## config.mk

```make
export PLATFORM = sky130hd
export DESIGN_NAME = uart_rx
export DESIGN_NICKNAME = d
export VERILOG_FILES = /design/src/rtl/uart_rx.sv
export SDC_FILE = /design/constraint.sdc
export NUM_CORES = 1
export LEC_CHECK = 0
export CORE_MARGIN = 1.5
export CORE_UTILIZATION = 45
export CTS_CLUSTER_DIAMETER = 200
export CTS_CLUSTER_SIZE = 20
export DETAILED_ROUTE_END_ITERATION = 7
export PLACE_DENSITY = 0.66
export SYNTH_ARGS = -nofsm -noshare
export SYNTH_HDL_FRONTEND = slang
export SYNTH_SLANG_ARGS = --single-unit
```

## constraint.sdc

```tcl
create_clock -name clk -period 2.8 [get_ports clk]
set_clock_uncertainty 0.2 [all_clocks]
set_input_delay 0.56 -clock clk [delete_from_list [all_inputs] [get_ports clk]]
set_output_delay 0.56 -clock clk [all_outputs]
set_load 0.01 [all_outputs]
```

## src/rtl/uart_rx.sv

```systemverilog
// ---------------------------------------------------------------------------
// uart_rx -- oversampling UART serial receiver
//
// Recovers start / data / (optional parity) / stop framing from an idle-high
// serial line.  The FSM advances only on sample_tick, samples each bit at its
// centre and presents the received word with a one-cycle valid strobe.
//
// Optional feature macro: RX_PARITY_EN
//   defined   -> one even-parity bit between the last data bit and the stop bit
//   undefined -> no parity bit, parity_err tied low (port list unchanged)
//
// Parameters:
//   DATA_SIZE   data bits per frame (1..16), LSB first
//   OVERSAMPLE  sample_tick pulses per bit period (even, >= 4)
//
// Ports:
//   clk          system clock, rising edge
//   reset        asynchronous active-low reset
//   sample_tick  one-cycle enable at OVERSAMPLE x baud
//   data_in      serial line (idle high, asynchronous to clk)
//   d_o          last received word, held until the next completed frame
//   valid        one-cycle pulse when d_o / frame_err / parity_err update
//   frame_err    stop bit sampled low on the last frame
//   parity_err   even-parity mismatch on the last frame
//   busy         high while a frame is being received
// ---------------------------------------------------------------------------
module uart_rx #(
    parameter int DATA_SIZE  = 7,
    parameter int OVERSAMPLE = 16
) (
    input  logic                 clk,
    input  logic                 reset,
    input  logic                 sample_tick,
    input  logic                 data_in,
    output logic [DATA_SIZE-1:0] d_o,
    output logic                 valid,
    output logic                 frame_err,
    output logic                 parity_err,
    output logic                 busy
);

    localparam int CNT_W = $clog2(OVERSAMPLE);
    localparam int IDX_W = (DATA_SIZE > 1) ? $clog2(DATA_SIZE) : 1;

    localparam logic [CNT_W-1:0] HALF_M1  = CNT_W'(OVERSAMPLE / 2 - 1);
    localparam logic [CNT_W-1:0] FULL_M1  = CNT_W'(OVERSAMPLE - 1);
    localparam logic [IDX_W-1:0] LAST_IDX = IDX_W'(DATA_SIZE - 1);

    typedef enum logic [2:0] {
        WAIT_HIGH,
        IDLE,
        START,
        DATA,
        PARITY,
        STOP
    } state_t;

    state_t               state;
    logic [1:0]           sync_q;
    logic                 rx_s;
    logic [CNT_W-1:0]     cnt;
    logic [IDX_W-1:0]     idx;
    logic [DATA_SIZE-1:0] shift_q;
`ifdef RX_PARITY_EN
    logic                 par_q;
`endif

    // Shift right, new bit enters at the MSB so the first (LSB) bit ends at
    // bit 0 after DATA_SIZE shifts. Written this way to stay legal for DATA_SIZE = 1.
    function automatic logic [DATA_SIZE-1:0] shift_in(input logic [DATA_SIZE-1:0] s,
                                                      input logic                 b);
        logic [DATA_SIZE-1:0] r;
        r                = s >> 1;
        r[DATA_SIZE-1]   = b;
        return r;
    endfunction

    // Two-flop synchronizer; resets to the idle (high) line level.
    always_ff @(posedge clk or negedge reset) begin
        if (!reset) begin
            sync_q <= 2'b11;
        end else begin
            sync_q <= {sync_q[0], data_in};
        end
    end

    assign rx_s = sync_q[1];

    always_ff @(posedge clk or negedge reset) begin
        if (!reset) begin
            state      <= WAIT_HIGH;
            cnt        <= '0;
            idx        <= '0;
            shift_q    <= '0;
`ifdef RX_PARITY_EN
            par_q      <= 1'b0;
`endif
            d_o        <= '0;
            valid      <= 1'b0;
            frame_err  <= 1'b0;
            parity_err <= 1'b0;
            busy       <= 1'b0;
        end else begin
            valid <= 1'b0;
            if (sample_tick) begin
                case (state)
                    // Post-reset / post-break: require one high sample before arming.
                    WAIT_HIGH: begin
                        if (rx_s) state <= IDLE;
                    end
                    IDLE: begin
                        if (!rx_s) begin
                            state <= START;
                            cnt   <= '0;
                            busy  <= 1'b1;
                        end
                    end
                    // Re-check the line at the start-bit centre to reject glitches.
                    START: begin
                        if (cnt == HALF_M1) begin
                            cnt <= '0;
                            if (!rx_s) begin
                                state <= DATA;
                                idx   <= '0;
                            end else begin
                                state <= IDLE;
                                busy  <= 1'b0;
                            end
                        end else begin
                            cnt <= cnt + 1'b1;
                        end
                    end
                    DATA: begin
                        if (cnt == FULL_M1) begin
                            cnt     <= '0;
                            shift_q <= shift_in(shift_q, rx_s);
                            if (idx == LAST_IDX) begin
                                idx   <= '0;
`ifdef RX_PARITY_EN
                                state <= PARITY;
`else
                                state <= STOP;
`endif
                            end else begin
                                idx <= idx + 1'b1;
                            end
                        end else begin
                            cnt <= cnt + 1'b1;
                        end
                    end
`ifdef RX_PARITY_EN
                    PARITY: begin
                        if (cnt == FULL_M1) begin
                            cnt   <= '0;
                            par_q <= rx_s;
                            state <= STOP;
                        end else begin
                            cnt <= cnt + 1'b1;
                        end
                    end
`endif
                    STOP: begin
                        if (cnt == FULL_M1) begin
                            cnt        <= '0;
                            d_o        <= shift_q;
                            frame_err  <= ~rx_s;
`ifdef RX_PARITY_EN
                            parity_err <= (^shift_q) ^ par_q;
`else
                            parity_err <= 1'b0;
`endif
                            valid      <= 1'b1;
                            busy       <= 1'b0;
                            // A low stop bit is treated as a line break.
                            state      <= rx_s ? IDLE : WAIT_HIGH;
                        end else begin
                            cnt <= cnt + 1'b1;
                        end
                    end
                    default: begin
                        state <= WAIT_HIGH;
                        busy  <= 1'b0;
                    end
                endcase
            end
        end
    end

endmodule

```

======== After elaboration in Yosys (flattened, before gate mapping) ========
Cells that the tools add are included.
operators by class
  add/subtract/negate cells ............... 2
  $mul .................................... 0
  div/mod/pow operators ................... 0
  order comparisons ....................... 0
  eq/ne operators ......................... 15
  shift-type cells ........................ 0
  muxes and demuxes ....................... 26
  bitwise operators ....................... 2
  reduce and logical (&&, ||, !) cells .... 11
operator list
  kind                 count
  $mux 3               10
  $ne 2x2->1 const B   8
  $pmux 3 s5           1
  $mux 4               3
  $pmux 4 s3           1
  $reduce_and 3->1     3
  $mux 1               8
  $reduce_and 7->1     1
  $eq 3x2->1 const B   2
  $eq 3x3->1 const B   2
  $pmux 3 s2           1
  $reduce_and 6->1     1
  $reduce_and 5->1     1
  $add 4x1->4 const B  1
  $eq 4x3->1 const B   1
  $eq 4x4->1 const B   1
  $pmux 1 s4           1
  $reduce_or 2->1      2
  $add 3x1->3 const B  1
  $eq 3x1->1 const B   1
  $logic_not 3->1      1
  $reduce_bool 3->1    1
  $mux 2               1
  $not 1->1            2
  $reduce_bool 2->1    1
word-level totals
  register bits after elaboration ......... 29
  latch bits .............................. 0
  bits in writable memories ............... 0
  ROM bits ................................ 0
  output and inout port bits .............. 11
  word-level logic and storage cells ...... 65
  memories kept ........................... 0

======== Depth between registers and ports, before layout ========
Gate-level depths: netlist of the first run.
  word-level depth ........................ 4
  gate-level depth with buffers ........... 5
  gate-level depth less buffers ........... 5

======== Least setup slack after synthesis of the first run ========
No wires, ideal clock.
  kind .................................... input to register
  start ................................... in sample_tick
  end ..................................... reg d_o[0]
  data arrival time ....................... 1.468 ns
  setup slack ............................. 1.007 ns
  cell stages on the path ................. 4
  path buffers ............................ 1
  path through ............................ buf_2 -> nand2_1 -> nor3_4 -> mux2_2
on the way
  cells in the longest elaborated chain, start to end .. 1
ends and longest elaborated chain
  what                        RTL line  source
  from (decl)                 33        input logic sample_tick,
  $reduce_and 3->1 (no line)  n/a
  to (signal assigned)        165       d_o <= shift_q;
  to (decl)                   35        output logic [DATA_SIZE-1:0] d_o,
Every way passes these cells.
A chain may end at the register's enable or synchronous reset.

======== Worst setup path in the final report of the first run ========
  start ................................... in sample_tick
  end ..................................... reg shift_q[1]
on the way
  cells in the longest elaborated chain, start to end .. 1
ends and longest elaborated chain
  what                        RTL line  source
  $reduce_and 3->1 (no line)  n/a
  to (signal assigned)        136       shift_q <= shift_in(shift_q, rx_s);
  to (decl)                   63        logic [DATA_SIZE-1:0] shift_q;
Every way passes these cells.

==> impl_metrics.ini, run 1 <==
[die]
core_area_mm2 = 0.003003
die_area_mm2 = 0.003461
die_h_um = 58.83
io_pins = 15
die_width_um = 58.83
start_util_pct = 46.71
row_count = 20

[critical_path]
slowest_stage = clkdlybuf4s50_1
cp-end-kind = flop
worstReg2RegStart = cnt[0]$_DFFE_PN0P_
critPathKind = in2reg
cp-start-kind = primary input
cp_max_fo = 12
cp-startpoint = sample_tick
cp.required_ps = 2830
max_stage_delay_ps = 710
crit_arrival_ps = 2270
critPathTopFamily = buffers and inverters
worstPathCellList = clkdlybuf4s50_1 > inv_1 > nor3_4 > mux2_2
crit_buf_inv = 2

[power_and_ir_drop]
p_leak_uw = 0.0007680
vdd_drop_max_uv = 480.7
p_per_area_mw_per_mm2 = 632.4

[clock_network]
clk_pin_slew_ps = 90
cts_resized = 0
cts.sinks = 29
postCtsSetupRepairBufs = 0
cts_hold_buffers = 0
clock-root-buffer = clkbuf_4
insertion_delay_ps = 330
cts_tree = yes
cts_max_level = 2
cts_buffers = 5
clk_path_buf_depth = 2

[layout]
diodes = 0
drive_above_1_share_pct = 25.00
syn_to_final_growth_pct = 16.86
final_cell_area_mm2 = 0.001639
final_nets = 136

[logic_synthesis]
yosys-top-cells-area = dfrtp_1 48%, mux2_2 11%, dfstp_2 3.7%, nor3_4 2.3%, o21ai_0 2.1%
synth_fa_ha_area_share_pct = 0.8921
syn-num-nets = 118
postSynthCellCount = 113
netlist_area_mm2 = 0.001403
yosysWarnings = 0
synth-xor-area-share_pct = 0.6244
netlist.area_leader.share_pct = 48.17
synth_compound_gate_area_share_pct = 12.93
synth_top_family_by_area = simple AND/OR/NAND/NOR gates
synth-simple-area-share_pct = 15.79
ys_ff_latch = 29
synth_edf_count = 0
synth_area_per_cell_um2 = 12.41
synth_mux_area_share_pct = 13.47
synth_cell_type_count = 43
synth_flop_cell = dfrtp_1
async_reset_ff_share_pct = 100.0
ys_seq_area_share_pct = 51.92
synth_top_area_cell = dfrtp_1

[routing]
dr.pass1.iters = 4
viasPerCell = 5.758
drt_iter0_drc = 18
antenna_left = 0
wl_um = 2432
post-route-drc-count = 0
num_vias = 950
routedWlPerCell_um = 14.74

[global_routing]
antenna_found_initial = 0
grt_pass1_wl_um = 4319
overflow = 0
track_usage_pct = 17.25
grt_pass1_vias = 956
grt_max_degree = 30

[placement]
portBuffers = 13
place_area_mm2 = 0.001554
place_hpwl_um = 1670
gp_congestion = 0.8684

[sta]
slew_viol_final = 0
fin_tns_setup_ps = 0
hold_viol_final = 0
min_period_ps = 2244
setup_violations = 0
fmax_mhz = 445.7
rsz0062_at_grt = no
finalCritPeriodShare_pct = 80.14

[flow_run]
maxCapViolations = 0

[status]
status = finished, final reports clean

[hold_path]
hp-start = sync_q[0]$_DFF_PN1_
worstHoldPathType = reg2reg
per-stage QoR:
step / util, % / total power, uW / setup WS, ps / hold WS, ps / instances
final: 54.58 / 1037 / 556.1 / 160.8 / 165
after global routing: 54.58 / 1099 / 485.9 / 168.7 / 165
after CTS: 54.58 / 1051 / 583.2 / 163.1 / 165
after detailed placement: 51.75 / 687.8 / 209.5 / 148.8 / 157
after global placement: 51.75 / 679.5 / 254.8 / 147.5 / 157
after floorplan: - / 644.6 / 1007 / 64.41 / 113
path summary, 6_finish.rpt:
kind | depth (start not counted) | slack [ps] | to
max | 4 | 560 | shift_q[1]$_DFFE_PN0P_
min | 0 | 160 | sync_q[1]$_DFF_PN1_
max reg2reg | 5 | 830 | idx[0]$_DFFE_PN0P_
min reg2reg | 0 | 160 | sync_q[1]$_DFF_PN1_
max in group asynchronous | 2 | 1700 | sync_q[1]$_DFF_PN1_
min in group asynchronous | 2 | 400 | cnt[0]$_DFFE_PN0P_
worst reg2reg max path, delay by kind of cell (launching register included):
family | cells | cell delay (ps)
adders and majority gates | 1 | 250
and+or+nand+nor | 3 | 680
muxes | 1 | 340
DFF | 1 | 390
synthesized netlist by cell type (all sizes together), types with 2 or more instances:
cell type	instances
buf	4
nand2	6
mux2i	2
dfrtp	27
dfstp	2
nand2b	4
a22o	2
and3	2
mux2	15
nor2	3
nand3	2
o21ai	7
nor3b	2
nor2b	3
a21oi	3
o22ai	2
nor3	2
inv	6
state kept, by name (all words and copies together) (netlist names):
signal     cells
busy           1
cnt            4
d_o            7
frame_err      1
idx            3
shift_q        7
state          3
sync_q         2
valid          1
power by group:
part / internal, uW / switching, uW / total (uW)
combinational: 82.5 / 86.9 / 169
clock: 213 / 144 / 357
sequential: 458 / 52.2 / 510
area by class of cell:
type / instances / area [um2]
flip-flops and latches: 29 / 728.2
clock inverters: 1 / 30.03
well taps: 33 / 41.29
fillers: 269 / 1364
inverters: 6 / 22.52
multi-input cells: 74 / 616.8
clock buffers: 7 / 55.05
repair buffers: 15 / 145.1
kinds of logic after synthesis:
family / count (synthesis)
AO/OA/AOI/OAI: 23
XOR/XNOR: 1
adder cells (fa/ha/maj): 1
buffers and inverters: 10
flip-flops: 29
multiplexers: 17
other: 1
AND/OR/NAND/NOR: 31
placed cells by master, fill, tap and decap left out, types with 2 or more instances in the layout:
cell type | synthesis | routed
dfstp_2 | 2 | 2
inv_1 | 6 | 6
nor3b_1 | 2 | 2
dfrtp_1 | 27 | 27
nand2b_1 | 2 | 2
a21oi_1 | 3 | 3
clkdlybuf4s50_1 | 0 | 13
clkbuf_4 | 0 | 5
buf_4 | 1 | 2
mux2i_1 | 2 | 2
nand2_1 | 6 | 6
mux2_2 | 14 | 14
nor3_4 | 2 | 2
nor2_1 | 3 | 3
a22o_1 | 2 | 2
and3_1 | 2 | 2
o22ai_1 | 2 | 2
o21ai_0 | 6 | 6
nor2b_1 | 3 | 3
nand2b_4 | 2 | 2
metal layers:
layer	up-vias	GRT usage [%]	part of all wire [%]
li1	450	-	-
met1	479	21.43	45
met2	15	26.03	48
met3	6	7.473	4.6
met4	0	7.792	2.1
met5	-	0	0
Power figures use the tool's default switching activity.
==> run 2: changes to the inputs <==
Settings changed: PLACE_DENSITY 0.66 to 0.68.
Clock period 2.8 ns to 2 ns, I/O delays scaled along.
==> impl_metrics.ini, run 2 (same netlist as run 1, synthesis figures left out) <==
[die]
die_h_um = 58.83
start_util_pct = 46.71
die_area_mm2 = 0.003461
row_count = 20
core_area_mm2 = 0.003003
die_width_um = 58.83
io_pins = 15

[layout]
syn_to_final_growth_pct = 22.39
most-common-layout-cells = 27 x dfrtp_1, 14 x mux2_2, 13 x clkdlybuf4s50_1
postLayoutCoreUtil_pct = 57.17
multi_input_area_um2 = 616.8
final_cell_area_mm2 = 0.001717
drive_above_1_share_pct = 28.78
final_nets = 143
reg_top3 = d_o (7), shift_q (7), cnt (4)
diodes = 0
regArea_um2 = 728.2
layout.cells.non_filler = 172
final_common_cell = dfrtp_1
fillers = 252

[routing]
antenna_left = 0
dr.pass1.iters = 4
num_vias = 967
routedWlPerCell_um = 15.20
wl_um = 2615
drt_iter0_drc = 22
viasPerCell = 5.622
post-route-drc-count = 0

[critical_path]
cp-end-kind = flop
max_stage_delay_ps = 390
cp_max_fo = 4
cp.required_ps = 2020
slowest_stage = dfrtp_1
crit_buf_inv = 1
crit_arrival_ps = 1920
cp_num_cells = 6
cp-start-kind = flop
reg2reg_slack_ps = 100
r2r_end = idx[2]$_DFFE_PN0P_
critPathKind = reg2reg
worstReg2RegStart = cnt[0]$_DFFE_PN0P_
cp-endpoint = idx[2]$_DFFE_PN0P_
worstPathCellList = ha_1 > nand2_1 > nor2_1 > buf_4 > o2111ai_1 > a32o_1
cp-startpoint = cnt[0]$_DFFE_PN0P_
critPathTopFamily = compound AO/OA/AOI/OAI gates
reg2reg_depth = 6

[flow_run]
maxCapViolations = 0

[clock_network]
cts_max_level = 2
clk_path_buf_depth = 2
postCtsSetupRepairBufs = 0
insertion_delay_ps = 330
cts_resized = 0
clock-root-buffer = clkbuf_4
cts_tree = yes
cts_buffers = 5
clk_pin_slew_ps = 90
cts_hold_buffers = 0
cts.sinks = 29

[global_routing]
overflow = 0
track_usage_pct = 17.59
antenna_found_initial = 0
grt_max_degree = 30
grt_pass1_wl_um = 4402
grt_pass1_vias = 971

[sta]
fin_ws_ps = 97.37
min_period_ps = 1903
rsz0062_at_grt = no
hold_viol_final = 0
fmax_mhz = 525.6
finalCritPeriodShare_pct = 95.13
setup_violations = 0
slew_viol_final = 0

[placement]
gp_congestion = 0.8217
place_hpwl_um = 1892
place_ws_ps = -69.51
place_area_mm2 = 0.001632
dp.cells = 164
portBuffers = 13

[hold_path]
worstHoldPathType = reg2reg
hp-start = sync_q[0]$_DFF_PN1_

[power_and_ir_drop]
p_per_area_mw_per_mm2 = 853.7
total_power_uw = 1466
p_leak_uw = 0.0008089
vdd_drop_max_uv = 594.9

[status]
status = finished, final reports clean
==> run 2: cell count changes in the layout (fill, tap and decap cells not counted), sizes merged <==
| cell | previous run | this run |
|---|---|---|
| buf | 2 | 9 |
==> run 2: power breakdown <==
| part | switching (uW) | internal, uW |
|---|---|---|
| Sequential | 71.1 | 641 |
| Combinational | 132 | 124 |
| Clock | 199 | 298 |
| Total | 402 | 1060 |
==> run 2: per-stage QoR <==
| step | setup TNS, ps | hold WS (ps) |
|---|---|---|
| finish | 0 | 156.6 |
| global route | 0 | 172.2 |
| CTS | 0 | 166.6 |
| detailed placement | -892.3 | 154.6 |
| global placement | -540.0 | 147.1 |
| floorplan | 0 | -95.59 |
==> run 2: cell type report <==
cell class	instances	share of cell area (%)
clock buffers	7	3.207
clock inverters	1	1.749
inverters	6	1.312
multi-input cells	74	35.93
flip-flops and latches	29	42.42
well taps	33	2.405
repair buffers	22	12.97
==> run 2: how the worst min path moves through the flow <==
stage                          endpoint  slack (ps)  depth (start not counted)
floorplan              busy$_DFFE_PN0P_        -100                          0
global placement    sync_q[1]$_DFF_PN1_         150                          0
detailed placement  sync_q[1]$_DFF_PN1_         150                          0
CTS                 sync_q[1]$_DFF_PN1_         170                          0
global route        sync_q[1]$_DFF_PN1_         170                          0
finish              sync_q[1]$_DFF_PN1_         160                          0
==> run 2: worst register-to-register path, cell delays in order, from the launching register on <==
cell       delay, ps
dfrtp_1          390
ha_1             260
nand2_1          120
nor2_1           260
buf_4            180
o2111ai_1        160
a32o_1           240
==> run 2: layer usage <==
metal,up-vias,GRT usage (%),part of all wire (%)
met4,0,9.091,2.8
li1,459,-,-
met1,481,22.89,46
met3,8,6.813,3.6
met2,19,25.40,48
met5,-,0,0
==> run 3: changes to the inputs <==
Settings changed: PLACE_DENSITY 0.68 to 0.66.
Clock period 2 ns to 2.2 ns, I/O delays scaled along.
==> impl_metrics.ini, run 3 (same netlist as run 1, synthesis figures left out) <==
[status]
status = finished, final reports clean

[die]
die_width_um = 58.83
die_area_mm2 = 0.003461
io_pins = 15
row_count = 20
die_h_um = 58.83
start_util_pct = 46.71
core_area_mm2 = 0.003003

[sta]
finalCritPeriodShare_pct = 87.75
fmax_mhz = 518.0
setup_violations = 0
fin_tns_setup_ps = 0
slew_viol_final = 0
fin_ws_ps = 269.5
fin_hold_ws_ps = 162.3
rsz0062_at_grt = no
hold_viol_final = 0
min_period_ps = 1931

[hold_path]
hp-start = sync_q[0]$_DFF_PN1_
min_path_cells = 0
worstHoldPathType = reg2reg
min_to = sync_q[1]$_DFF_PN1_

[routing]
dr.pass1.iters = 4
viasPerCell = 5.694
post-route-drc-count = 0
num_vias = 968
antenna_left = 0
wl_um = 2550
drt_iter0_drc = 18
routedWlPerCell_um = 15.00

[critical_path]
crit_buf_inv = 0
reg2reg_slack_ps = 270
cp-end-kind = flop
reg2reg_depth = 5
worstPathCellList = ha_1 > nand2_1 > nor2_1 > and3_1 > mux2_2
cp.required_ps = 2210
r2r_end = idx[0]$_DFFE_PN0P_
crit_arrival_ps = 1940
critPathTopFamily = simple AND/OR/NAND/NOR gates
slowest_stage = dfrtp_1
worstReg2RegStart = cnt[0]$_DFFE_PN0P_
max_stage_delay_ps = 390
cp_max_fo = 4
cp-start-kind = flop
critPathKind = reg2reg

[layout]
fillers = 256
most-common-layout-cells = 27 x dfrtp_1, 14 x mux2_2, 13 x clkdlybuf4s50_1
syn_to_final_growth_pct = 20.43
final_common_cell = dfrtp_1
reg_top3 = d_o (7), shift_q (7), cnt (4)
diodes = 0
drive_above_1_share_pct = 27.74
final_nets = 141

[clock_network]
clk_pin_slew_ps = 90
clk_path_buf_depth = 2
clock-root-buffer = clkbuf_4
cts.sinks = 29
postCtsSetupRepairBufs = 0
cts_hold_buffers = 0
cts_max_level = 2
insertion_delay_ps = 320
cts_buffers = 5
cts_tree = yes
cts_resized = 0

[global_routing]
grt_pass1_wl_um = 4657
overflow = 0
grt_pass1_vias = 981
track_usage_pct = 18.31
grt_max_degree = 30
antenna_found_initial = 0

[power_and_ir_drop]
vdd_drop_max_uv = 478.6
p_leak_uw = 0.0007966
p_per_area_mw_per_mm2 = 784.4

[placement]
portBuffers = 13
place_ws_ps = 66.79
gp_congestion = 0.8451
place_hpwl_um = 1827

[flow_run]
maxCapViolations = 0
==> run 3: changes by cell type in the layout (fill, tap and decap cells not counted) <==
cell    previous run  this run
buf_12             2         1
buf_4              7         6
==> run 3: final cells by class <==
type,instances,area (um2),area share [%]
tap,33,41.29,2.444
clock buffer,7,55.05,3.259
sequential,29,728.2,43.11
inverter,6,22.52,1.333
timing repair buffer,20,195.2,11.56
clock inverter,1,30.03,1.778
multi-input combinational,74,616.8,36.52
==> run 3: layer usage <==
layer  part of all wire, %  global-route usage (%)
met2                    47                   26.83
met1                    47                   24.54
met5                     0                       0
met4                   1.2                   8.766
met3                   4.5                   5.934
==> run 3: per-stage QoR <==
stage | std cells | utilization [%] | total power [uW] | instance area [um2]
detailed placement | 162 | 53.42 | 880.2 | 1604
floorplan | 113 | - | 820.4 | 1403
global placement | 162 | 53.42 | 868.9 | 1604
global route | 170 | 56.25 | 1397 | 1689
CTS | 170 | 56.25 | 1337 | 1689
finish | 170 | 56.25 | 1325 | 1689
==> run 3: worst max-delay path by stage <==
stage               cells past startpoint               start                     end
floorplan                               4  cnt[0]$_DFFE_PN0P_      d_o[0]$_DFFE_PN0P_
global placement                        5         sample_tick  shift_q[0]$_DFFE_PN0P_
detailed placement                      5         sample_tick  shift_q[0]$_DFFE_PN0P_
CTS                                     1    busy$_DFFE_PN0P_                    busy
global route                            5  cnt[0]$_DFFE_PN0P_      cnt[0]$_DFFE_PN0P_
finish                                  5  cnt[0]$_DFFE_PN0P_      idx[0]$_DFFE_PN0P_
==> run 3: report_power, final <==
| part | internal (uW) | leakage (uW) | switching (uW) |
|---|---|---|---|
| registers | 583 | 0.000380 | 65.2 |
| logic | 111 | 0.000371 | 113 |
| clock network | 271 | 0.0000455 | 182 |
| total | 965 | 0.000797 | 360 |
